## src/rtl/reg_slice_pkg.sv

```systemverilog
// Shared types and limits for the reg_slice_pipe register slice library.
// Optional feature macro: REG_SLICE_PIPE_FLUSH_EN (adds a synchronous flush port).
package reg_slice_pkg;

    // Largest supported number of skid stages in one pipe.
    localparam int REG_SLICE_MAX_DEPTH = 8;

    // Control state of a single skid stage; 2'b11 is unused and recovers to EMPTY.
    typedef enum logic [1:0] {
        EMPTY = 2'b00,
        BUSY  = 2'b01,
        FULL  = 2'b10
    } stage_state_e;

endpackage

```

## src/rtl/reg_slice_stage.sv

```systemverilog
// One two-entry skid stage. out_data is always the main register; in_ready is
// taken straight from the state register so no ready path crosses the stage.
// Optional feature macro: REG_SLICE_PIPE_FLUSH_EN (flush forces the stage EMPTY).
module reg_slice_stage
    import reg_slice_pkg::*;
#(
    parameter int DATA_WIDTH = 1,
    parameter bit RESET_DATA = 1'b0
) (
    input  logic                  clk,
    input  logic                  rst,
`ifdef REG_SLICE_PIPE_FLUSH_EN
    input  logic                  flush,
`endif
    input  logic                  in_valid,
    output logic                  in_ready,
    input  logic [DATA_WIDTH-1:0] in_data,
    output logic                  out_valid,
    input  logic                  out_ready,
    output logic [DATA_WIDTH-1:0] out_data
);

    stage_state_e          state;
    stage_state_e          state_nxt;
    logic [DATA_WIDTH-1:0] main_q;
    logic [DATA_WIDTH-1:0] skid_q;
    logic                  in_fire;
    logic                  out_fire;
    logic                  ld_main_in;
    logic                  ld_main_skid;
    logic                  ld_skid;

    // State register; control state always resets.
    always_ff @(posedge clk) begin
        if (rst) state <= EMPTY;
        else     state <= state_nxt;
    end

    // Next-state: EMPTY/BUSY/FULL occupancy walk, flush wins over any handshake.
    always_comb begin
        state_nxt = state;
        unique case (state)
            EMPTY: if (in_fire) state_nxt = BUSY;
            BUSY: begin
                if (in_fire && !out_fire)      state_nxt = FULL;
                else if (!in_fire && out_fire) state_nxt = EMPTY;
            end
            FULL:    if (out_fire) state_nxt = BUSY;
            default: state_nxt = EMPTY;
        endcase
`ifdef REG_SLICE_PIPE_FLUSH_EN
        if (flush) state_nxt = EMPTY;
`endif
    end

    // Outputs: handshake flags from state alone, plus data-register load enables.
    always_comb begin
        in_ready     = (state != FULL);
        out_valid    = (state == BUSY) || (state == FULL);
        in_fire      = in_valid && in_ready;
        out_fire     = out_valid && out_ready;
        ld_main_in   = in_fire && ((state == EMPTY) || ((state == BUSY) && out_fire));
        ld_skid      = in_fire && (state == BUSY) && !out_fire;
        ld_main_skid = out_fire && (state == FULL);
    end

    // Data registers; only cleared on reset when RESET_DATA is set.
    always_ff @(posedge clk) begin
        if (RESET_DATA && rst) begin
            main_q <= '0;
            skid_q <= '0;
        end else begin
            if (ld_main_in)        main_q <= in_data;
            else if (ld_main_skid) main_q <= skid_q;
            if (ld_skid)           skid_q <= in_data;
        end
    end

    assign out_data = main_q;

endmodule

```

## src/rtl/reg_slice_pipe.sv

```systemverilog
// DEPTH chained skid stages on a valid/ready bus; DEPTH=0 is a pure wire.
// Optional feature macro: REG_SLICE_PIPE_FLUSH_EN (adds the flush port).
module reg_slice_pipe
    import reg_slice_pkg::*;
#(
    parameter int DATA_WIDTH = 1,
    parameter int DEPTH      = 1,
    parameter bit RESET_DATA = 1'b0
) (
    input  logic                  clk_d,
    input  logic                  rst_d,
`ifdef REG_SLICE_PIPE_FLUSH_EN
    input  logic                  flush,
`endif
    input  logic                  s_valid,
    output logic                  s_ready,
    input  logic [DATA_WIDTH-1:0] s_data,
    output logic                  m_valid,
    input  logic                  m_ready,
    output logic [DATA_WIDTH-1:0] m_data
);

    if (DEPTH < 0 || DEPTH > REG_SLICE_MAX_DEPTH) begin : g_depth_chk
        $error("reg_slice_pipe: DEPTH out of range");
    end

    if (DEPTH == 0) begin : g_bypass
        // Combinational pass-through; clock, reset and flush are not used.
        logic unused_bypass;
`ifdef REG_SLICE_PIPE_FLUSH_EN
        assign unused_bypass = ^{clk_d, rst_d, flush};
`else
        assign unused_bypass = ^{clk_d, rst_d};
`endif
        assign m_valid = s_valid;
        assign s_ready = m_ready;
        assign m_data  = s_data;
    end else begin : g_pipe
        logic                             blk;
        logic [DEPTH:0]                   vld;
        logic [DEPTH:0]                   rdy;
        logic [DEPTH:0][DATA_WIDTH-1:0]   dat;

        // Reset (and flush) hide both boundary handshakes in the cycle they are
        // asserted; the stages themselves are cleared at the following edge.
`ifdef REG_SLICE_PIPE_FLUSH_EN
        assign blk = rst_d | flush;
`else
        assign blk = rst_d;
`endif

        assign vld[0]     = s_valid;
        assign dat[0]     = s_data;
        assign rdy[DEPTH] = m_ready;
        assign s_ready    = rdy[0] & ~blk;
        assign m_valid    = vld[DEPTH] & ~blk;
        assign m_data     = dat[DEPTH];

        for (genvar i = 0; i < DEPTH; i++) begin : g_stage
            reg_slice_stage #(
                .DATA_WIDTH (DATA_WIDTH),
                .RESET_DATA (RESET_DATA)
            ) u_stage (
                .clk       (clk_d),
                .rst       (rst_d),
`ifdef REG_SLICE_PIPE_FLUSH_EN
                .flush     (flush),
`endif
                .in_valid  (vld[i]),
                .in_ready  (rdy[i]),
                .in_data   (dat[i]),
                .out_valid (vld[i+1]),
                .out_ready (rdy[i+1]),
                .out_data  (dat[i+1])
            );
        end
    end

endmodule

```

## config.mk

```make
export PLATFORM = sky130hd
export DESIGN_NAME = reg_slice_pipe
export DESIGN_NICKNAME = d
export VERILOG_FILES = /design/src/rtl/reg_slice_pkg.sv /design/src/rtl/reg_slice_stage.sv /design/src/rtl/reg_slice_pipe.sv
export SDC_FILE = /design/constraint.sdc
export NUM_CORES = 1
export LEC_CHECK = 0
export BUFFER_PORTS_ARGS = -buffer_cell sky130_fd_sc_hd__buf_2
export CORE_AREA = 4 4 41 43
export CTS_CLUSTER_DIAMETER = 60
export DETAILED_ROUTE_END_ITERATION = 8
export DIE_AREA = 0 0 45 47
export PLACE_DENSITY = 0.5
export SLEW_MARGIN = 20
export SYNTH_ARGS = -nofsm -noshare
export SYNTH_HDL_FRONTEND = slang
export SYNTH_HIERARCHICAL = 1
export SYNTH_SLANG_ARGS = --single-unit
```

## constraint.sdc

```tcl
create_clock -name clk_d -period 2.59 [get_ports clk_d]
set_clock_uncertainty 0.2 [all_clocks]
set_input_delay 0.259 -clock clk_d [delete_from_list [all_inputs] [get_ports clk_d]]
set_output_delay 0.259 -clock clk_d [all_outputs]
set_load 0.05 [all_outputs]
```

After elaboration in Yosys (flattened, before gate mapping). Cells that the tools add are included.

Reductions and logical operators: 16. $add $sub $neg: 0. Bitwise operators: 3. Shifts and indexed selects: 0. Mux-type cells: 7. Div/mod/pow operators: 0. $mul: 0. Equality and inequality tests: 6. Magnitude comparators: 0.

Operator list (count): $logic_and 1x1->1 (9); $mux 2 (4); $pmux 2 s3 (1); $ne 2x1->1 const B (2); $ne 3x1->1 const B (1); $reduce_and 3->1 (1); $and 1x1->1 (2); $eq 2x1->1 const B (1); $eq 2x2->1 const B (1); $logic_not 1->1 (2); $logic_not 2->1 (1); $logic_or 1x1->1 (2); $mux 1 (2); $ne 2x2->1 const B (1); $reduce_bool 2->1 (1); $not 1->1 (1).

Flip-flop bits (word level): 4. Output and inout port bits: 3. Input bits: 5. RAM bits: 0. Latch bits: 0. Logic and storage cells: 35. Bits in read-only memories: 0. Memories: 0.

Longest topological paths before layout. Gate-level depths: netlist of run 1.

Depth after elaboration: 7. Gate-level depth with buffers: 6. Gate-level depth less buffers: 6.

Hierarchy. The synthesis of run 1 kept the hierarchy.

By module, submodules not included: reg_slice_stage (cells an instance 31, area an instance 302.8 µm², seq. area each 100.1 µm², instances 1); reg_slice_pipe (cells an instance 2, area an instance 12.5 µm², seq. area each 0.0 µm², instances 1).

Worst setup path after synthesis of run 1. No wires, ideal clock.

Path kind: flip-flop to output port. From: register g_pipe.g_stage[0].u_stage.state[1]. To: output m_valid. Data required time: 2131 ps. Slack: 670 ps. Data arrival time: 1461 ps. Path buffers: 0. Cell stages (with the launch flop): 4. Path through: dfxtp_1 -> inv_1 -> ha_1 -> nor2b_1.

Longest elaborated chain between the ends: 3. Elaborated cells on any way between the ends: 4. Those cells by class: eq/ne (2); bitwise (1); reduce/logical (1).

Ends and longest elaborated chain: start, declared (RTL line reg_slice_stage.sv:23) `stage_state_e state;`; start signal, assigned (RTL line reg_slice_stage.sv:36) `else state <= state_nxt;`; $eq 2x1->1 / $eq 2x2->1 (equally long branches) (RTL line reg_slice_stage.sv:59) `out_valid = (state == BUSY) || (state == FULL);`; $logic_or 1x1->1 * (RTL line reg_slice_stage.sv:59); named net g_pipe.vld[1] (RTL line reg_slice_pipe.sv:40) `logic [DEPTH:0] vld;`; $and 1x1->1 * (RTL line reg_slice_pipe.sv:56) `assign m_valid = vld[DEPTH] & ~blk;`; end, declared (RTL line reg_slice_pipe.sv:18) `output logic m_valid,`.

The timed path passes the listed nets; every way through them passes the cells marked *.

Final worst setup path of run 1.
From: register g_pipe.g_stage[0].u_stage.state[0]. To: register g_pipe.g_stage[0].u_stage.state[1].

Longest elaborated chain between the ends: 7. Elaborated cells on any way between the ends: 17. Those cells by class: eq/ne (6); mux (2); reduce/logical (9).

Ends and longest elaborated chain: $eq 2x1->1 / $eq 2x2->1 (equally long branches) (RTL line reg_slice_stage.sv:59); $logic_or 1x1->1 * (RTL line reg_slice_stage.sv:59); named net g_pipe.vld[1] (RTL line reg_slice_pipe.sv:40); $logic_and 1x1->1 * (RTL line reg_slice_stage.sv:61) `out_fire = out_valid && out_ready;`; $logic_not 1->1 (RTL line reg_slice_stage.sv:45) `if (in_fire && !out_fire) state_nxt = FULL;`; $logic_and 1x1->1 (RTL line reg_slice_stage.sv:45); $ne 3x1->1 (no line) / $mux 2 (equally long branches); $reduce_and 3->1 (no line) / $pmux 2 s3 (equally long branches).

Marks and branches as above. A chain may end at the register's enable or synchronous reset.

==> impl_metrics.py, run 1 <==
metrics = {
    "detailed_routing": {
        "via_per_inst": 4.57,
        "antenna_left": 0,
        "wl_um": 605,
        "dr.pass1.iters": 4,
        "drt_iter0_markers": 1,
        "drc": 0,
        "drt-wirelength-per-cell_um": 10.1,
        "vias": 274,
    },
    "worst_setup_path": {
        "endpoint_kind": "register",
        "cp_max_fo": 4,
        "cp.arrival_ns": 1.86,
        "worstSetupPathType": "register to register",
        "required_ns": 2.50,
        "r2r_slack_ns": 0.65,
        "cp-start-kind": "register",
    },
    "placed_design": {
        "dp_hpwl_um": 490,
        "place_congestion": 0.716,
        "place_ws_ns": 0.648,
        "io_buffer_count": 7,
        "dpl_cell_area_um2": 369,
    },
    "synthesis": {
        "synth-edff-count": 2,
        "synth.net_count": 43,
        "ys_warn_count": 6,
        "yosysMostFrequentCell": "ha_1",
        "yosysTopAreaCell": "ha_1",
        "postSynth.topFlopCell": "edfxtp_1",
        "async_flop_share_pct": 0,
        "yosysSeqAreaShare_pct": 31.7,
        "synth_cell_types": 17,
        "synth_top_area_share_pct": 19.8,
        "synthCells": 33,
        "netlist_top_cells_count": "ha_1 (5), inv_1 (4), nor2_1 (4)",
        "syn_avg_cell_area_um2": 9.55,
        "synth-seq-cells": 4,
        "synth_area_leaders": "ha_1 (20%), edfxtp_1 (19%), dfxtp_1 (13%)",
        "syn-cell-area_um2": 315,
    },
    "sta": {
        "setup_viol": 0,
        "slew_violations": 0,
        "rsz0062_at_grt": "no",
        "fin_crit_sh_pct": 75.1,
        "finalHoldViolations": 0,
        "worstMarginPinSlew_ns": 0.234,
        "fin_crit_ns": 1.94,
        "setup_slack_ns": 0.645,
        "max_freq_ghz": 0.514,
        "hold_slack_ns": 0.102,
        "tns_ns": 0,
        "slew_headroom_pct": 84.3,
    },
    "cells_and_area": {
        "fin_area_um2": 405,
        "syn_to_final_growth_pct": 28.6,
        "nets": 56,
        "layout-drive-gt1-share_pct": 26.7,
        "antenna_cells": 0,
        "fillers": 152,
    },
    "job": {
        "cap_viol_max_count": 0,
    },
    "global_routing": {
        "grt_max_degree": 7,
        "grt_overflow": 0,
        "grt_pass1_vias": 235,
        "grt_pass1_wl_um": 966,
        "antenna_found_initial": 0,
        "grt_usage_pct": 6.88,
    },
    "power": {
        "static-leakage-power_uw": 0.000202,
        "vdd_drop_max_uv": 438,
        "power.density_mw_per_mm2": 824,
        "power_uw": 334,
    },
    "die": {
        "dieArea_mm2": 0.00212,
        "die_y_um": 47,
        "start_util_pct": 24.2,
        "io_pins": 8,
        "coreArea_mm2": 0.00130,
        "die_x_um": 45,
        "num_rows": 13,
    },
    "clocking": {
        "cts_buffers": 3,
        "clock_path_buffers": 2,
        "postCtsSetupRepairBufs": 0,
        "cts-hold-fix-buffers": 0,
        "cts_resized": 0,
        "clock_latency_ns": 0.24,
        "cts_tree": "yes",
        "clk_pin_slew_ns": 0.03,
        "htree_levels": 1,
        "cts_root_buffer": "clkbuf_4",
        "numClockSinks": 4,
    },
    "outcome": {
        "status": "complete, no violations",
    },
    "worst_hold_path": {
        "hold_class": "primary input to register",
    },
}
-- critical path, cell delays in order (launching register included) --
cell and delay [ns]:
dfxtp_1 0.35, inv_1 0.10, ha_1 0.35, a21bo_2 0.25, a21oi_1 0.18, nor2_1 0.09
mux2_1 0.30
-- per-stage QoR --
stage	instances	util, %
after floorplan	33	-
after global placement	55	28.4
after detailed placement	55	28.4
after CTS	59	30.4
after global routing	60	31.2
final	60	31.2
-- flip-flops by register name, summed over array words and instances, names as in the netlist --
register                         flops
g_pipe.g_stage.u_stage/skid_q        1
g_pipe.g_stage.u_stage/out_data      1
g_pipe.g_stage.u_stage/state         2
-- final cells by class --
class	count	area, um^2	area share [%]
multi-input combinational	25	200	49.4
sequential	4	100	24.7
timing repair buffer	8	45.0	11.1
clock buffer	4	26.3	6.48
tap	15	18.8	4.63
inverter	4	15.0	3.70
-- metal layers --
metal / share of wire (%) / global-route usage [%]
met5: 0 / 0
met4: 0 / 1.75
met3: 10 / 6.90
met2: 46 / 9.60
met1: 43 / 7.31
-- cells by family (layout without fill, tap and decap cells) --
| kind of cell | count (synthesis) | count (layout) | synth area share, % |
|---|---|---|---|
| AND/OR/NAND/NOR | 12 | 12 | 22.2 |
| AO/OA/AOI/OAI | 6 | 6 | 14.3 |
| adder cells (fa/ha/maj) | 5 | 5 | 19.8 |
| flip-flops | 4 | 4 | 31.7 |
| buffers and inverters | 4 | 16 | 4.76 |
| multiplexers | 2 | 2 | 7.14 |
-- power by group --
| group | switching, uW | total [uW] | internal (uW) |
|---|---|---|---|
| Sequential | 8.20 | 91.9 | 83.7 |
| Combinational | 99.5 | 158 | 58.3 |
| Clock | 26.3 | 84.2 | 57.8 |
-- layout by cell type, fill, tap and decap left out, types with 2 or more instances in the layout --
cell and n:
nor2b_1 3, mux2_1 2, ha_1 5, inv_1 4
nor2_1 4, clkbuf_4 3, buf_2 7, dfxtp_1 2
a21oi_1 2, edfxtp_1 2
-- worst paths after layout --
kind	start	end	depth (start not counted)
min	rst_d	g_pipe.g_stage[0].u_stage/state[0]$_SDFFE_PP0P_	2
max	g_pipe.g_stage[0].u_stage/state[0]$_SDFFE_PP0P_	g_pipe.g_stage[0].u_stage/state[1]$_SDFFE_PP0P_	6
min reg2reg	g_pipe.g_stage[0].u_stage/skid_q$_DFFE_PP_	g_pipe.g_stage[0].u_stage/out_data$_DFFE_PP_	1
max reg2reg	g_pipe.g_stage[0].u_stage/state[0]$_SDFFE_PP0P_	g_pipe.g_stage[0].u_stage/state[1]$_SDFFE_PP0P_	6
(Power assumes the default switching activity.)
==> run 2: changes to the inputs <==
--- a/config.mk
+++ b/config.mk
@@ -10,7 +10,7 @@
 export CTS_CLUSTER_DIAMETER = 60
 export DETAILED_ROUTE_END_ITERATION = 8
 export DIE_AREA = 0 0 45 47
-export PLACE_DENSITY = 0.5
+export PLACE_DENSITY = 0.51
 export SLEW_MARGIN = 20
 export SYNTH_ARGS = -nofsm -noshare
 export SYNTH_HDL_FRONTEND = slang
==> constraint.sdc (replaced) <==
create_clock -name clk_d -period 1.7 [get_ports clk_d]
set_clock_uncertainty 0.2 [all_clocks]
set_input_delay 0.17 -clock clk_d [delete_from_list [all_inputs] [get_ports clk_d]]
set_output_delay 0.17 -clock clk_d [all_outputs]
set_load 0.05 [all_outputs]
==> run 2 against run 1 <==
- sequential cell count unchanged
- via count up 10%
- combinational power increased by 130%
- largest power group unchanged
- core utilization rose by 9.0 points
- final area is 29% higher
- critical path type unchanged
- wire length is 16% higher
- die area did not move
- the flow now finishes with violations (negative setup slack)
- worst setup slack worse by 0.69 ns
- critical path depth stayed put
- largest cell class unchanged
- hold slack got worse by 0.075 ns
- fmax grew 12%
==> impl_metrics.py, run 2 (synthesized netlist as in run 1, its figures left out) <==
metrics = {
    "worst_setup_path": {
        "endpoint_kind": "register",
        "worstSetupPathType": "register to register",
        "slowest_stage": "or4_4",
        "required_ns": 1.64,
        "cp_num_buf_inv": 1,
        "startpoint": "g_pipe.g_stage[0].u_stage/state[1]$_SDFFE_PP0P_",
        "crit_family": "simple AND/OR/NAND/NOR gates",
        "cp-start-kind": "register",
        "cp_slowest_stage_delay_ns": 0.51,
        "crit_end": "g_pipe.g_stage[0].u_stage/state[0]$_SDFFE_PP0P_",
        "cp_max_fo": 4,
        "r2r_slack_ns": -0.04,
        "cp.arrival_ns": 1.68,
        "r2r_end": "g_pipe.g_stage[0].u_stage/state[0]$_SDFFE_PP0P_",
        "ff2ff_path_depth": 6,
        "path_depth": 6,
        "crit_chain": "inv_4 > ha_4 > a21bo_4 > a21oi_2 > or4_4 > o31ai_2",
        "r2r-start": "g_pipe.g_stage[0].u_stage/state[1]$_SDFFE_PP0P_",
    },
    "sta": {
        "hold_slack_ns": 0.0271,
        "setup_slack_ns": -0.0417,
        "rsz0062_at_grt": "yes",
        "slew_headroom_pct": 81.1,
        "fin_crit_sh_pct": 102,
        "slew_violations": 0,
        "setup_viol": 3,
        "worstMarginPinSlew_ns": 0.281,
        "fin_crit_ns": 1.74,
        "finalHoldViolations": 0,
        "max_freq_ghz": 0.574,
    },
    "clocking": {
        "cts_root_buffer": "clkbuf_4",
        "clk_pin_slew_ns": 0.03,
        "htree_levels": 1,
        "cts_tree": "yes",
        "cts_buffers": 3,
        "clock_latency_ns": 0.24,
        "clock_path_buffers": 2,
        "numClockSinks": 4,
    },
    "placed_design": {
        "place_congestion": 0.672,
        "dpl_cell_area_um2": 448,
        "dp_hpwl_um": 546,
        "io_buffer_count": 7,
    },
    "detailed_routing": {
        "wl_um": 703,
        "antenna_left": 0,
        "drt_iter0_markers": 2,
        "via_per_inst": 4.58,
        "drc": 0,
        "vias": 302,
        "dr.pass1.iters": 2,
        "drt-wirelength-per-cell_um": 10.7,
    },
    "power": {
        "power.density_mw_per_mm2": 1250,
        "vdd_drop_max_uv": 671,
        "static-leakage-power_uw": 0.000245,
    },
    "cells_and_area": {
        "utilization_pct": 40.2,
        "syn_to_final_growth_pct": 65.9,
        "mostFrequentLayoutCell": "buf_4",
        "final_cell_mix": "buf_4 (7), buf_2 (6), clkbuf_4 (3), nor2_1 (3), ha_2 (3)",
        "layout-drive-gt1-share_pct": 68.6,
        "nets": 62,
        "largest_reg_flops": 2,
        "top_register": "g_pipe.g_stage.u_stage/state",
        "fin_area_um2": 523,
        "antenna_cells": 0,
    },
    "global_routing": {
        "grt_overflow": 0,
        "antenna_found_initial": 0,
        "grt_usage_pct": 8.45,
        "grt_pass1_wl_um": 1240,
        "grt_pass1_vias": 297,
        "grt_max_degree": 7,
    },
    "die": {
        "io_pins": 8,
        "dieArea_mm2": 0.00212,
        "die_x_um": 45,
        "die_y_um": 47,
        "coreArea_mm2": 0.00130,
        "num_rows": 13,
        "start_util_pct": 24.2,
    },
    "worst_hold_path": {
        "hold_class": "primary input to register",
    },
    "outcome": {
        "status": "finished with violations",
        "violations": "negative setup slack",
    },
    "job": {
        "cap_viol_max_count": 0,
    },
}
==> run 2: cell types whose count changed in the layout (fill, tap and decap cells not counted), moves of 2 or more <==
cell     previous run  this run
a21oi_1             2         0
a21oi_2             0         2
buf_4               0         7
dfxtp_1             2         0
dfxtp_4             0         2
ha_1                5         1
ha_2                0         3
inv_1               4         2
inv_4               0         2
mux2_1              2         0
mux2_4              0         2
nor2b_1             3         1
nor2b_2             0         2
==> run 2: area by class of cell <==
cell class,instances,area (um^2)
Timing Repair Buffer,14,92.6
Multi-Input combinational cell,25,258
Tap cell,15,18.8
Sequential cell,4,108
Inverter,4,20.0
Clock buffer,4,26.3
Fill cell,138,778
==> run 2: worst min path at each step <==
stage / start / cells past startpoint / to
floorplan: rst_d / 1 / g_pipe.g_stage[0].u_stage/state[0]$_SDFFE_PP0P_
global placement: s_data / 1 / g_pipe.g_stage[0].u_stage/skid_q$_DFFE_PP_
detailed placement: s_data / 1 / g_pipe.g_stage[0].u_stage/skid_q$_DFFE_PP_
CTS: rst_d / 2 / g_pipe.g_stage[0].u_stage/state[0]$_SDFFE_PP0P_
global route: rst_d / 2 / g_pipe.g_stage[0].u_stage/state[0]$_SDFFE_PP0P_
finish: rst_d / 2 / g_pipe.g_stage[0].u_stage/state[0]$_SDFFE_PP0P_
==> run 2: where the power goes <==
group	total [uW]	switching (uW)	leakage [uW]	internal (uW)
Combinational	369	187	0.000193	182
Sequential	153	19.1	0.0000365	134
Clock	129	41.2	0.0000150	88.2
==> run 2: repair_timing <==
action	4_1_cts	5_1_grt
setup endpoints to repair	4	4
pin swaps	3	0
hold buffers	1	0
hold endpoints to repair	1	0
gates cloned	0	0
gates resized for setup	7	4
setup buffers	1	0
==> run 2: layer usage <==
layer | wire (um) | GRT usage [%]
met5 | 0 | 0
met1 | 302 | 8.86
met3 | 47 | 4.60
met2 | 340 | 14.1
met4 | 12 | 3.51
==> run 2: per-stage QoR <==
step | std cells | power, uW | worst slack [ns] | TNS [ns]
finish | 66 | 652 | -0.0417 | -0.103
global route | 66 | 699 | -0.108 | -0.306
CTS | 66 | 640 | -0.0568 | -0.108
detailed placement | 60 | 469 | -0.0846 | -0.188
global placement | 60 | 470 | -0.0905 | -0.184
floorplan | 33 | 385 | -0.00624 | -0.00624
